**src/rtl/cache_refill_ctrl.sv**
```systemverilog
// Block refill and write-through drain toward main memory.
// Define CACHE_REFILL_CWF_EN to fetch the critical word first.
module cache_refill_ctrl #(
  parameter int ADDR_WIDTH  = 32,
  parameter int DATA_WIDTH  = 32,
  parameter int BLOCK_WORDS = 2,
  parameter int WBUF_DEPTH  = 4
) (
  input  logic                           clk,
  input  logic                           rst_n,
  input  logic                           miss_req,
  input  logic [ADDR_WIDTH-1:0]          miss_addr,
  output logic                           refill_valid,
  output logic [$clog2(BLOCK_WORDS)-1:0] refill_idx,
  output logic [DATA_WIDTH-1:0]          refill_data,
  output logic                           refill_done,
  input  logic                           wt_valid,
  output logic                           wt_ready,
  input  logic [ADDR_WIDTH-1:0]          wt_addr,
  input  logic [DATA_WIDTH-1:0]          wt_data,
  output logic                           mem_req_valid,
  input  logic                           mem_req_ready,
  output logic                           mem_req_we,
  output logic [ADDR_WIDTH-1:0]          mem_req_addr,
  output logic [DATA_WIDTH-1:0]          mem_req_wdata,
  input  logic                           mem_resp_valid,
  input  logic [DATA_WIDTH-1:0]          mem_resp_data
);

  localparam int IDX_W  = $clog2(BLOCK_WORDS);
  localparam int OFF    = IDX_W + 2;
  localparam int BASE_W = ADDR_WIDTH - OFF;
  localparam int WA_W   = ADDR_WIDTH - 2;
  localparam int PW     = $clog2(WBUF_DEPTH);

  localparam logic [2:0] IDLE  = 3'd0;
  localparam logic [2:0] DRAIN = 3'd1;
  localparam logic [2:0] REQ   = 3'd2;
  localparam logic [2:0] WAIT  = 3'd3;
  localparam logic [2:0] DONE  = 3'd4;

  logic [2:0]        state_q;
  logic [2:0]        state_d;
  logic              post_done_q;
  logic [BASE_W-1:0] base_q;
  logic [IDX_W-1:0]  word_q;
  logic [IDX_W-1:0]  beat_q;
  logic [IDX_W-1:0]  start_word;

  logic [WA_W-1:0]       wbuf_addr [WBUF_DEPTH];
  logic [DATA_WIDTH-1:0] wbuf_data [WBUF_DEPTH];
  logic [PW:0]           wr_ptr;
  logic [PW:0]           rd_ptr;
  logic [PW:0]           fill_cnt;

  logic empty;
  logic full;
  logic last_entry;
  logic push;
  logic pop;
  logic drain_act;
  logic rd_act;
  logic miss_go;
  logic last_beat;
  logic unused_addr_bits;

`ifdef CACHE_REFILL_CWF_EN
  assign start_word = miss_addr[OFF-1:2];
`else
  assign start_word = '0;
`endif

  assign unused_addr_bits = ^{miss_addr[OFF-1:0], wt_addr[1:0]};

  assign fill_cnt   = wr_ptr - rd_ptr;
  assign empty      = (wr_ptr == rd_ptr);
  assign full       = (wr_ptr[PW] != rd_ptr[PW]) &&
                      (wr_ptr[PW-1:0] == rd_ptr[PW-1:0]);
  assign last_entry = (fill_cnt == (PW+1)'(1));

  assign wt_ready  = !full && (state_q == IDLE);
  assign push      = wt_valid && wt_ready;
  assign drain_act = ((state_q == IDLE) || (state_q == DRAIN)) && !empty;
  assign rd_act    = (state_q == REQ);
  assign pop       = drain_act && mem_req_ready;

  // A miss in the cycle right after DONE would re-fetch the same block.
  assign miss_go   = miss_req && !post_done_q;
  assign last_beat = (beat_q == IDX_W'(BLOCK_WORDS - 1));

  assign refill_valid = (state_q == WAIT) && mem_resp_valid;
  assign refill_idx   = refill_valid ? word_q : '0;
  assign refill_data  = refill_valid ? mem_resp_data : '0;
  assign refill_done  = (state_q == DONE);

  always_comb begin
    mem_req_valid = 1'b0;
    mem_req_we    = 1'b0;
    mem_req_addr  = '0;
    mem_req_wdata = '0;
    unique case (1'b1)
      drain_act: begin
        mem_req_valid = 1'b1;
        mem_req_we    = 1'b1;
        mem_req_addr  = {wbuf_addr[rd_ptr[PW-1:0]], 2'b00};
        mem_req_wdata = wbuf_data[rd_ptr[PW-1:0]];
      end
      rd_act: begin
        mem_req_valid = 1'b1;
        mem_req_addr  = {base_q, word_q, 2'b00};
      end
      default: ;
    endcase
  end

  always_comb begin
    state_d = state_q;
    case (state_q)
      IDLE: begin
        if (miss_go) begin
          if (empty || (pop && last_entry)) state_d = REQ;
          else                              state_d = DRAIN;
        end
      end
      DRAIN: begin
        if (empty || (pop && last_entry)) state_d = REQ;
      end
      REQ: begin
        if (mem_req_ready) state_d = WAIT;
      end
      WAIT: begin
        if (mem_resp_valid) state_d = last_beat ? DONE : REQ;
      end
      DONE:    state_d = IDLE;
      default: state_d = IDLE;
    endcase
  end

  always_ff @(posedge clk or negedge rst_n) begin
    if (!rst_n) begin
      state_q     <= IDLE;
      post_done_q <= 1'b0;
    end else begin
      state_q     <= state_d;
      post_done_q <= (state_q == DONE);
    end
  end

  // Block base is latched so a dropped miss_req cannot disturb the refill.
  always_ff @(posedge clk or negedge rst_n) begin
    if (!rst_n) begin
      base_q <= '0;
      word_q <= '0;
      beat_q <= '0;
    end else if ((state_q == IDLE) && miss_go) begin
      base_q <= miss_addr[ADDR_WIDTH-1:OFF];
      word_q <= start_word;
      beat_q <= '0;
    end else if (refill_valid) begin
      word_q <= word_q + IDX_W'(1);
      beat_q <= beat_q + IDX_W'(1);
    end
  end

  always_ff @(posedge clk or negedge rst_n) begin
    if (!rst_n) begin
      wr_ptr <= '0;
      rd_ptr <= '0;
    end else begin
      if (push) wr_ptr <= wr_ptr + (PW+1)'(1);
      if (pop)  rd_ptr <= rd_ptr + (PW+1)'(1);
    end
  end

  always_ff @(posedge clk or negedge rst_n) begin
    if (!rst_n) begin
      for (int i = 0; i < WBUF_DEPTH; i++) begin
        wbuf_addr[i] <= '0;
        wbuf_data[i] <= '0;
      end
    end else if (push) begin
      wbuf_addr[wr_ptr[PW-1:0]] <= wt_addr[ADDR_WIDTH-1:2];
      wbuf_data[wr_ptr[PW-1:0]] <= wt_data;
    end
  end

endmodule

```
**config.mk**
```make
export PLATFORM = sky130hd
export DESIGN_NAME = cache_refill_ctrl
export DESIGN_NICKNAME = d
export VERILOG_FILES = /design/src/rtl/cache_refill_ctrl.sv
export SDC_FILE = /design/constraint.sdc
export NUM_CORES = 1
export LEC_CHECK = 0
export ABC_AREA = 1
export ABC_CLOCK_PERIOD_IN_PS = 3670
export BUFFER_PORTS_ARGS = -buffer_cell sky130_fd_sc_hd__buf_2
export CORE_ASPECT_RATIO = 1.75
export CORE_MARGIN = 2
export CORE_UTILIZATION = 38
export DETAILED_ROUTE_END_ITERATION = 10
export PLACE_DENSITY = 0.67
export REMOVE_ABC_BUFFERS = 1
export SLEW_MARGIN = 15
export SYNTH_ARGS = -nofsm -noshare
export SYNTH_HDL_FRONTEND = slang
export SYNTH_SLANG_ARGS = --single-unit
```
**constraint.sdc**
```tcl
create_clock -name clk -period 3.67 [get_ports clk]
set_input_delay 0.734 -clock clk [delete_from_list [all_inputs] [get_ports clk]]
set_output_delay 0.734 -clock clk [all_outputs]
set_load 0.02 [all_outputs]
```
# Word-level counts from Yosys, hierarchy flattened
# Cells that the tools add are included.
[totals]
regBits = 289
out_inout_bits = 102
[op_classes]
reduce_logical = 19
muxes = 29
n_bitwise = 2
addsub = 5
eq_ne = 12
order_cmp = 3
[op_table]
columns = ["operator", "count"]
rows = [
  ["32-bit two-way mux", 5],
  ["128-bit bitwise mux", 1],
  ["120-bit bitwise mux", 1],
  ["30-bit two-way mux", 3],
  ["32-bit binary-select mux with 2-bit select", 1],
  ["32-bit demux with 2-bit select", 1],
  ["32-bit case mux with 2 select lines", 1],
  ["30-bit binary-select mux with 2-bit select", 1],
  ["30-bit demux with 2-bit select", 1],
  ["3-bit two-way mux", 5],
  ["3-bit case mux with 4 select lines", 1],
  ["1-bit logical AND", 10],
  ["1-bit two-way mux", 7],
  ["3-bit by 1-bit adder with 3-bit output (second input constant)", 2],
  ["3-bit by 1-bit equality test with 1-bit output (second input constant)", 2],
  ["3-bit by 2-bit equality test with 1-bit output (second input constant)", 2],
  ["3-bit >= comparator (second input constant)", 2],
  ["2-bit inequality test (second input constant)", 3],
  ["2-bit inverter with 3-bit output", 2],
  ["4-bit AND reduction", 1],
  ["3-bit equality test", 1],
  ["3-bit equality test (second input constant)", 1],
  ["1-bit zero test", 3],
  ["3-bit zero test", 1],
  ["10 further kinds", 12],
]

# Depth between registers and ports, before layout
# Gate-level depths: netlist (run 1).
[depth]
depth_word = 9
depth_mapped = 15

# Worst setup path before layout (run 1)
# Ideal clock, no wire load.
[synth_timing]
kind = "flip-flop to output port"
startpoint = "register rd_ptr[1]"
endpoint = "output mem_req_addr[10]"
arrival_time_ns = 2.347
stages_incl_launch_ff = 12
setup_slack_ns = 0.589
required_ns = 2.936
cell_sequence = "dfrtp_1 > clkbuf_1 > inv_2 > buf_1 > ha_1 > nand2_1 > inv_1 > nand3_1 > nand2_1 > inv_1 > clkbuf_1 > a32o_1"
[synth_via]
elab_chain_cells = 5
[synth_rtl]
columns = ["element", "line_no", "source"]
rows = [
  ["start: declaration", "53", "logic [PW:0] rd_ptr;"],
  ["start signal: assignment", "171", "if (pop) rd_ptr <= rd_ptr + (PW+1)'(1);"],
  ["2-bit inverter with 3-bit output (implied by the code)", "105", "mem_req_addr = {wbuf_addr[rd_ptr[PW-1:0]], 2'b00};"],
  ["30-bit binary-select mux with 2-bit select", "105", ""],
  ["30-bit two-way mux (implied by the code) (2 in a row)", "105", ""],
  ["32-bit case mux with 2 select lines *", "101", "unique case (1'b1)"],
  ["end: declaration", "24", "output logic [ADDR_WIDTH-1:0] mem_req_addr,"],
]
# Mark *: on every way between the ends. The rest lies on a longest branch, timed or not. The select of a mux whose other input is x is not followed.

# Worst setup path in the final report (run 1)
[layout_timing]
startpoint = "register rd_ptr[0]"
endpoint = "output mem_req_addr[28]"
# The elaborated chain is that of the path after synthesis.

==> impl_metrics.csv, run 1 <==
group,metric,value,unit
outcome,status,"finished clean",
clock_tree,cts_tree,"built",
setup_path,worst_setup_path_end_kind,"primary output",
yosys,syn_inst,1716,
routing,via_per_inst,5.12,
timing,rsz0062_at_grt,"no",
power,p_per_area,964,nW/um2
yosys,synth_top_family_by_area,"compound AO/OA/AOI/OAI gates",
die,std_cell_rows,92,
yosys,synthAdderAreaFrac,0.00782,
clock_tree,cts_resized,0,
setup_path,crit_type,"reg -> out",
routing,wl_per_cell,16.5,um
final_layout,multi_input_area,5250,um2
timing,finalHoldWorstSlack,0.164,ns
yosys,yosysTopAreaCell,"dfrtp_1",
clock_tree,clockBufferDepth,3,
final_layout,final_common_cell,"nand2_1",
timing,slew_viol_final,0,
final_layout,utilization,0.454,
yosys,synth_area,13800,um2
clock_tree,cts_max_level,1,
timing,hold_viol_final,0,
routing,dr.pass1.iters,8,
die,start_util,0.384,
power,power.leakage,0.00824,uW
final_layout,drive_gt1_frac,0.171,
yosys,synth_simple_gate_area_share,0.151,
timing,fmax,298,MHz
yosys,synth_top_area_frac,0.526,
timing,fin_worst_skew,0.0129,ns
clock_tree,clk-insertion-delay-late,0.55,ns
yosys,synth.area.top_cells,"dfrtp_1 (53%), o21ai_0 (13%), nand2_1 (13%)",
setup_path,reg2reg_depth,8,
setup_path,critPathLaunchType,"register",
timing,setup_viol,0,
final_layout,seqCellArea,7240,um2
setup_path,path_max_fanout,31,
power,finalPower,15700,uW
yosys,synth-xor-area-share,0.00255,
routing,drt_iter0_markers,801,
final_layout,nNetsFinal,2036,
place,portBuffers,228,
global_routing,grt_max_degree,115,
global_routing,grt_pass1_wl,64800,um
final_layout,mostFrequentLayoutCells,"nand2_1 (484), o21ai_0 (367), dfrtp_1 (287), buf_2 (227), inv_1 (177)",
yosys,synth.area.mux_share,0,
die,fp.dieArea,37800,um2
yosys,synth.avg_cell_area,8.01,um2
clock_tree,hold_buffers,0,
global_routing,antenna_found_initial,5,
die,die_h,256,um
clock_tree,cts_buffers,28,
die,io-pin-count,236,
clock_tree,clk_pin_slew,0.07,ns
timing,max_slew.worst_pin.slew,0.857,ns
global_routing,grt_pass1_vias,12400,
timing,timing.final.crit_share,0.915,
yosys,synth_compound_area_frac,0.218,
die,fp.coreArea,35800,um2
routing,drcViolationCount,0,
yosys,synth_cell_types,29,
global_routing,track_usage,0.209,
setup_path,arrival,2.62,ns
power,ir_worst_vdd,0.633,mV
min_path,hp-class,"in -> async",
clock_tree,post_cts_buffers,0,
die,die_w,148,um
final_layout,area.growth.synth_to_final,18.2,%
yosys,yosysWarnings,0,
global_routing,globalRouteOverflowTotal,0,
timing,finalSetupTns,0,ns
routing,drt_wl_total,39300,um
timing,timing.slew.headroom,0.429,
timing,fin_crit,3.36,ns
clock_tree,clock-root-buffer,"clkbuf_16",
flow_run,max_cap_viol_count,0,
routing,vias,12200,
yosys,synth-seq-area-share,0.526,
setup_path,cp_data_required_time,2.94,ns
clock_tree,cts.sinks,289,
place,dp_hpwl,24500,um
final_layout,n_fill_cell,3519,
yosys,synth-seq-cells,289,
place,place_congestion,0.778,
routing,ant_nets,0,
==> cell families after synthesis <==
group,Yosys count
xor gates and xnor gates,4
adders and majority gates,8
and+or+nand+nor,541
AOI/OAI and AO/OA,567
other,1
buffers and inverters,306
DFF,289
==> through the flow <==
step / area, um2 / setup slack (ns) / cells
floorplan: 13100 / -4.02 / 1592
global placement: 15300 / 0.839 / 2334
detailed placement: 15300 / 0.850 / 2334
CTS: 16200 / 0.251 / 2383
global route: 16300 / 0.134 / 2387
finish: 16300 / 0.313 / 2387
==> path summary, 6_finish.rpt <==
path                              start               end  slack [ns]
min reg2reg                  base_q[14]        base_q[14]        0.48
max reg2reg                   rd_ptr[0]         wr_ptr[2]        1.00
max                           rd_ptr[0]  mem_req_addr[28]        0.31
min in group clk           miss_addr[8]         base_q[5]        0.38
min                               rst_n        base_q[21]        0.16
max in group asynchronous         rst_n     wbuf_data[77]        2.53
==> registers in the layout, indices dropped and copies added (netlist names) <==
name / flops
rd_ptr: 3
wr_ptr: 3
base_q: 29
wbuf_addr: 120
wbuf_data: 128
state_q: 3
post_done_q: 1
word_q: 1
beat_q: 1
==> cell usage after synthesis <==
library cell and number:
a211oi_1 1, a21oi_1 159, a31oi_1 1, a31oi_4 1, a32o_1 29, buf_1 13, buf_2 12, buf_4 23
buf_6 6, clkbuf_1 71, conb_1 1, dfrtp_1 289, fa_1 1, ha_1 7, inv_1 178, inv_2 3
nand2_1 485, nand2_2 2, nand3_1 6, nand4_1 1, nor2_1 42, nor2_2 1, nor2_4 1, nor2_8 1
nor3_1 2, o21ai_0 367, o21ai_1 8, o22ai_1 1, xor2_1 4
==> power by group <==
part	switching, uW	leakage (uW)	internal, uW
registers	602	0.00357	4730
logic	4990	0.00419	2280
clock network	1220	0.000477	1850
total	6820	0.00824	8850
==> cell type report <==
type                    instances  area share
flip-flops and latches        289       0.445
multi-input cells            1122       0.323
repair buffers                272      0.0935
clock buffers                  39      0.0488
inverters                     181      0.0418
well taps                     470      0.0362
clock inverters                10      0.0108
diodes                          4    0.000616
==> layer usage <==
metal | routed length, um | track usage | up-vias
met3 | 1850 | 0.0207 | 58
li1 | - | - | 5883
met5 | 13 | 0 | -
met4 | 945 | 0.0660 | 2
met1 | 15700 | 0.257 | 5928
met2 | 20800 | 0.382 | 356
==> worst max-delay path, stage by stage, from the launching register on <==
cell     delay, ns
dfrtp_4       0.51
ha_1          0.29
nand2_1       0.06
inv_1         0.07
nand3_1       0.14
nand2_2       0.07
inv_1         0.05
buf_4         0.37
a32o_1        0.30
buf_2         0.19
No activity file was read; power rests on OpenSTA's default activity.
==> run 2, diff against run 1 <==
--- a/config.mk
+++ b/config.mk
@@ -6,7 +6,7 @@
 export NUM_CORES = 1
 export LEC_CHECK = 0
 export ABC_AREA = 1
-export ABC_CLOCK_PERIOD_IN_PS = 3670
+export ABC_CLOCK_PERIOD_IN_PS = 4000
 export BUFFER_PORTS_ARGS = -buffer_cell sky130_fd_sc_hd__buf_2
 export CORE_ASPECT_RATIO = 1.75
 export CORE_MARGIN = 2
==> constraint.sdc (replaced) <==
create_clock -name clk -period 4 [get_ports clk]
set_input_delay 0.8 -clock clk [delete_from_list [all_inputs] [get_ports clk]]
set_output_delay 0.8 -clock clk [all_outputs]
set_load 0.02 [all_outputs]
==> impl_metrics.csv, run 2 (synthesized netlist as in run 1, its figures left out) <==
group,metric,value,unit
outcome,status,"finished clean",
final_layout,top_register,"wbuf_data",
routing,wl_per_cell,16.5,um
global_routing,antenna_found_initial,5,
timing,slew_viol_final,0,
final_layout,n_fill_cell,3521,
die,die_w,148,um
timing,setup_viol,0,
clock_tree,clockBufferDepth,3,
power,power.leakage,0.00821,uW
clock_tree,hold_buffers,0,
die,die_h,256,um
setup_path,crit_type,"reg -> out",
setup_path,critPathLaunchType,"register",
setup_path,reg2reg_depth,8,
power,power.switching,6280,uW
routing,dr.pass1.iters,5,
clock_tree,clock-root-buffer,"clkbuf_16",
final_layout,final_common_cell,"nand2_1",
global_routing,globalRouteOverflowTotal,0,
clock_tree,cts_buffers,29,
routing,vias,12200,
timing,timing.slew.headroom,0.237,
place,portBuffers,228,
timing,fin_crit,3.48,ns
power,ir_worst_vdd,0.448,mV
routing,ant_nets,0,
place,dp_hpwl,23400,um
timing,timing.final.crit_share,0.869,
power,p_clk_frac,0.210,
die,fp.dieArea,37800,um2
clock_tree,cts_resized,0,
final_layout,mostFrequentLayoutCells,"nand2_1 (484), o21ai_0 (367), dfrtp_1 (287), buf_2 (227), inv_1 (177)",
timing,fmax,288,MHz
setup_path,worst_setup_path_end_kind,"primary output",
final_layout,drive_gt1_frac,0.166,
flow_run,max_cap_viol_count,0,
global_routing,grt_pass1_wl,64300,um
timing,rsz0062_at_grt,"no",
clock_tree,post_cts_buffers,0,
timing,hold_viol_final,0,
routing,drt_iter0_markers,830,
global_routing,grt_pass1_vias,12300,
timing,finalSetupTns,0,ns
power,p_int,8310,uW
final_layout,reg_top3,"wbuf_data (128), wbuf_addr (120), base_q (29)",
power,pwr-share-comb,0.455,
routing,drcViolationCount,0,
setup_path,path_max_fanout,31,
clock_tree,cts_tree,"built",
min_path,hp-class,"in -> async",
clock_tree,cts_max_level,1,
timing,max_slew.worst_pin.slew,1.15,ns
final_layout,nNetsFinal,2021,
power,finalPower,14600,uW
setup_path,arrival,2.68,ns
global_routing,grt_max_degree,143,
power,p_per_area,897,nW/um2
power,switching_share,0.430,
die,io-pin-count,236,
final_layout,largest_register_ffs,128,
power,pwr-share-seq,0.335,
routing,via_per_inst,5.13,
die,fp.coreArea,35800,um2
clock_tree,clk_pin_slew,0.07,ns
die,start_util,0.384,
timing,fin_worst_skew,0.0120,ns
clock_tree,cts.sinks,289,
global_routing,track_usage,0.208,
die,std_cell_rows,92,
setup_path,cp_data_required_time,3.20,ns
routing,drt_wl_total,39200,um
final_layout,area.growth.synth_to_final,18.4,%
place,place_congestion,0.774,
clock_tree,clk-insertion-delay-late,0.55,ns
-- run 2: final cells by class --
class                           count  area (um2)  share of cell area
Antenna cell                        5        12.5            0.000769
Sequential cell                   289        7240               0.445
Clock buffer                       42         845              0.0519
Timing Repair Buffer              256        1440              0.0882
Clock inverter                     10         231              0.0142
Multi-Input combinational cell   1122        5250               0.322
Inverter                          181         679              0.0417
Tap cell                          470         588              0.0361
-- run 2: layer usage --
| layer | track usage | share of wire | wire [um] | vias up |
|---|---|---|---|---|
| met5 | 0 | 0 | 0 | - |
| met4 | 0.0748 | 0.031 | 1200 | 0 |
| met3 | 0.0228 | 0.052 | 2050 | 78 |
| met2 | 0.373 | 0.51 | 20100 | 368 |
| met1 | 0.257 | 0.40 | 15800 | 5876 |
| li1 | - | - | - | 5861 |
-- run 2: power by group through the flow --
stage	Sequential [uW]	Combinational [uW]	Clock (uW)
5_1_grt	5040	7440	3260
3_3_place_gp	4860	6520	0
4_1_cts	4880	6680	3130
2_1_floorplan	4980	4140	0
6_report	4880	6640	3070
3_5_place_dp	4930	6640	0
-- run 2: worst paths after layout --
check	start	endpoint	slack [ns]
min in group clk	miss_addr[27]	base_q[24]	0.44
max in group asynchronous	rst_n	wbuf_data[70]	2.77
hold / removal	rst_n	base_q[21]	0.30
setup / recovery	rd_ptr[0]	mem_req_addr[25]	0.52
hold reg to reg	base_q[28]	base_q[28]	0.48
setup reg to reg	rd_ptr[0]	wr_ptr[2]	1.14
-- run 2: through the flow --
step / hold slack [ns] / cells / area [um2] / setup WS (ns) / util
after global placement: 0.465 / 2318 / 15200 / 1.13 / 0.424
after floorplan: 0.450 / 1592 / 13100 / -3.69 / -
after CTS: 0.377 / 2370 / 16300 / 0.521 / 0.454
after global routing: 0.413 / 2375 / 16300 / 0.405 / 0.455
after detailed placement: 0.466 / 2318 / 15200 / 1.13 / 0.424
final: 0.297 / 2375 / 16300 / 0.523 / 0.455
-- run 2: worst max-delay path, cell delays in order (launching register included) --
cell     delay (ns)
dfrtp_4        0.51
ha_1           0.30
nand2_1        0.06
inv_1          0.07
nand3_1        0.14
nand2_2        0.07
inv_1          0.05
buf_4          0.39
a32o_1         0.31
buf_2          0.19
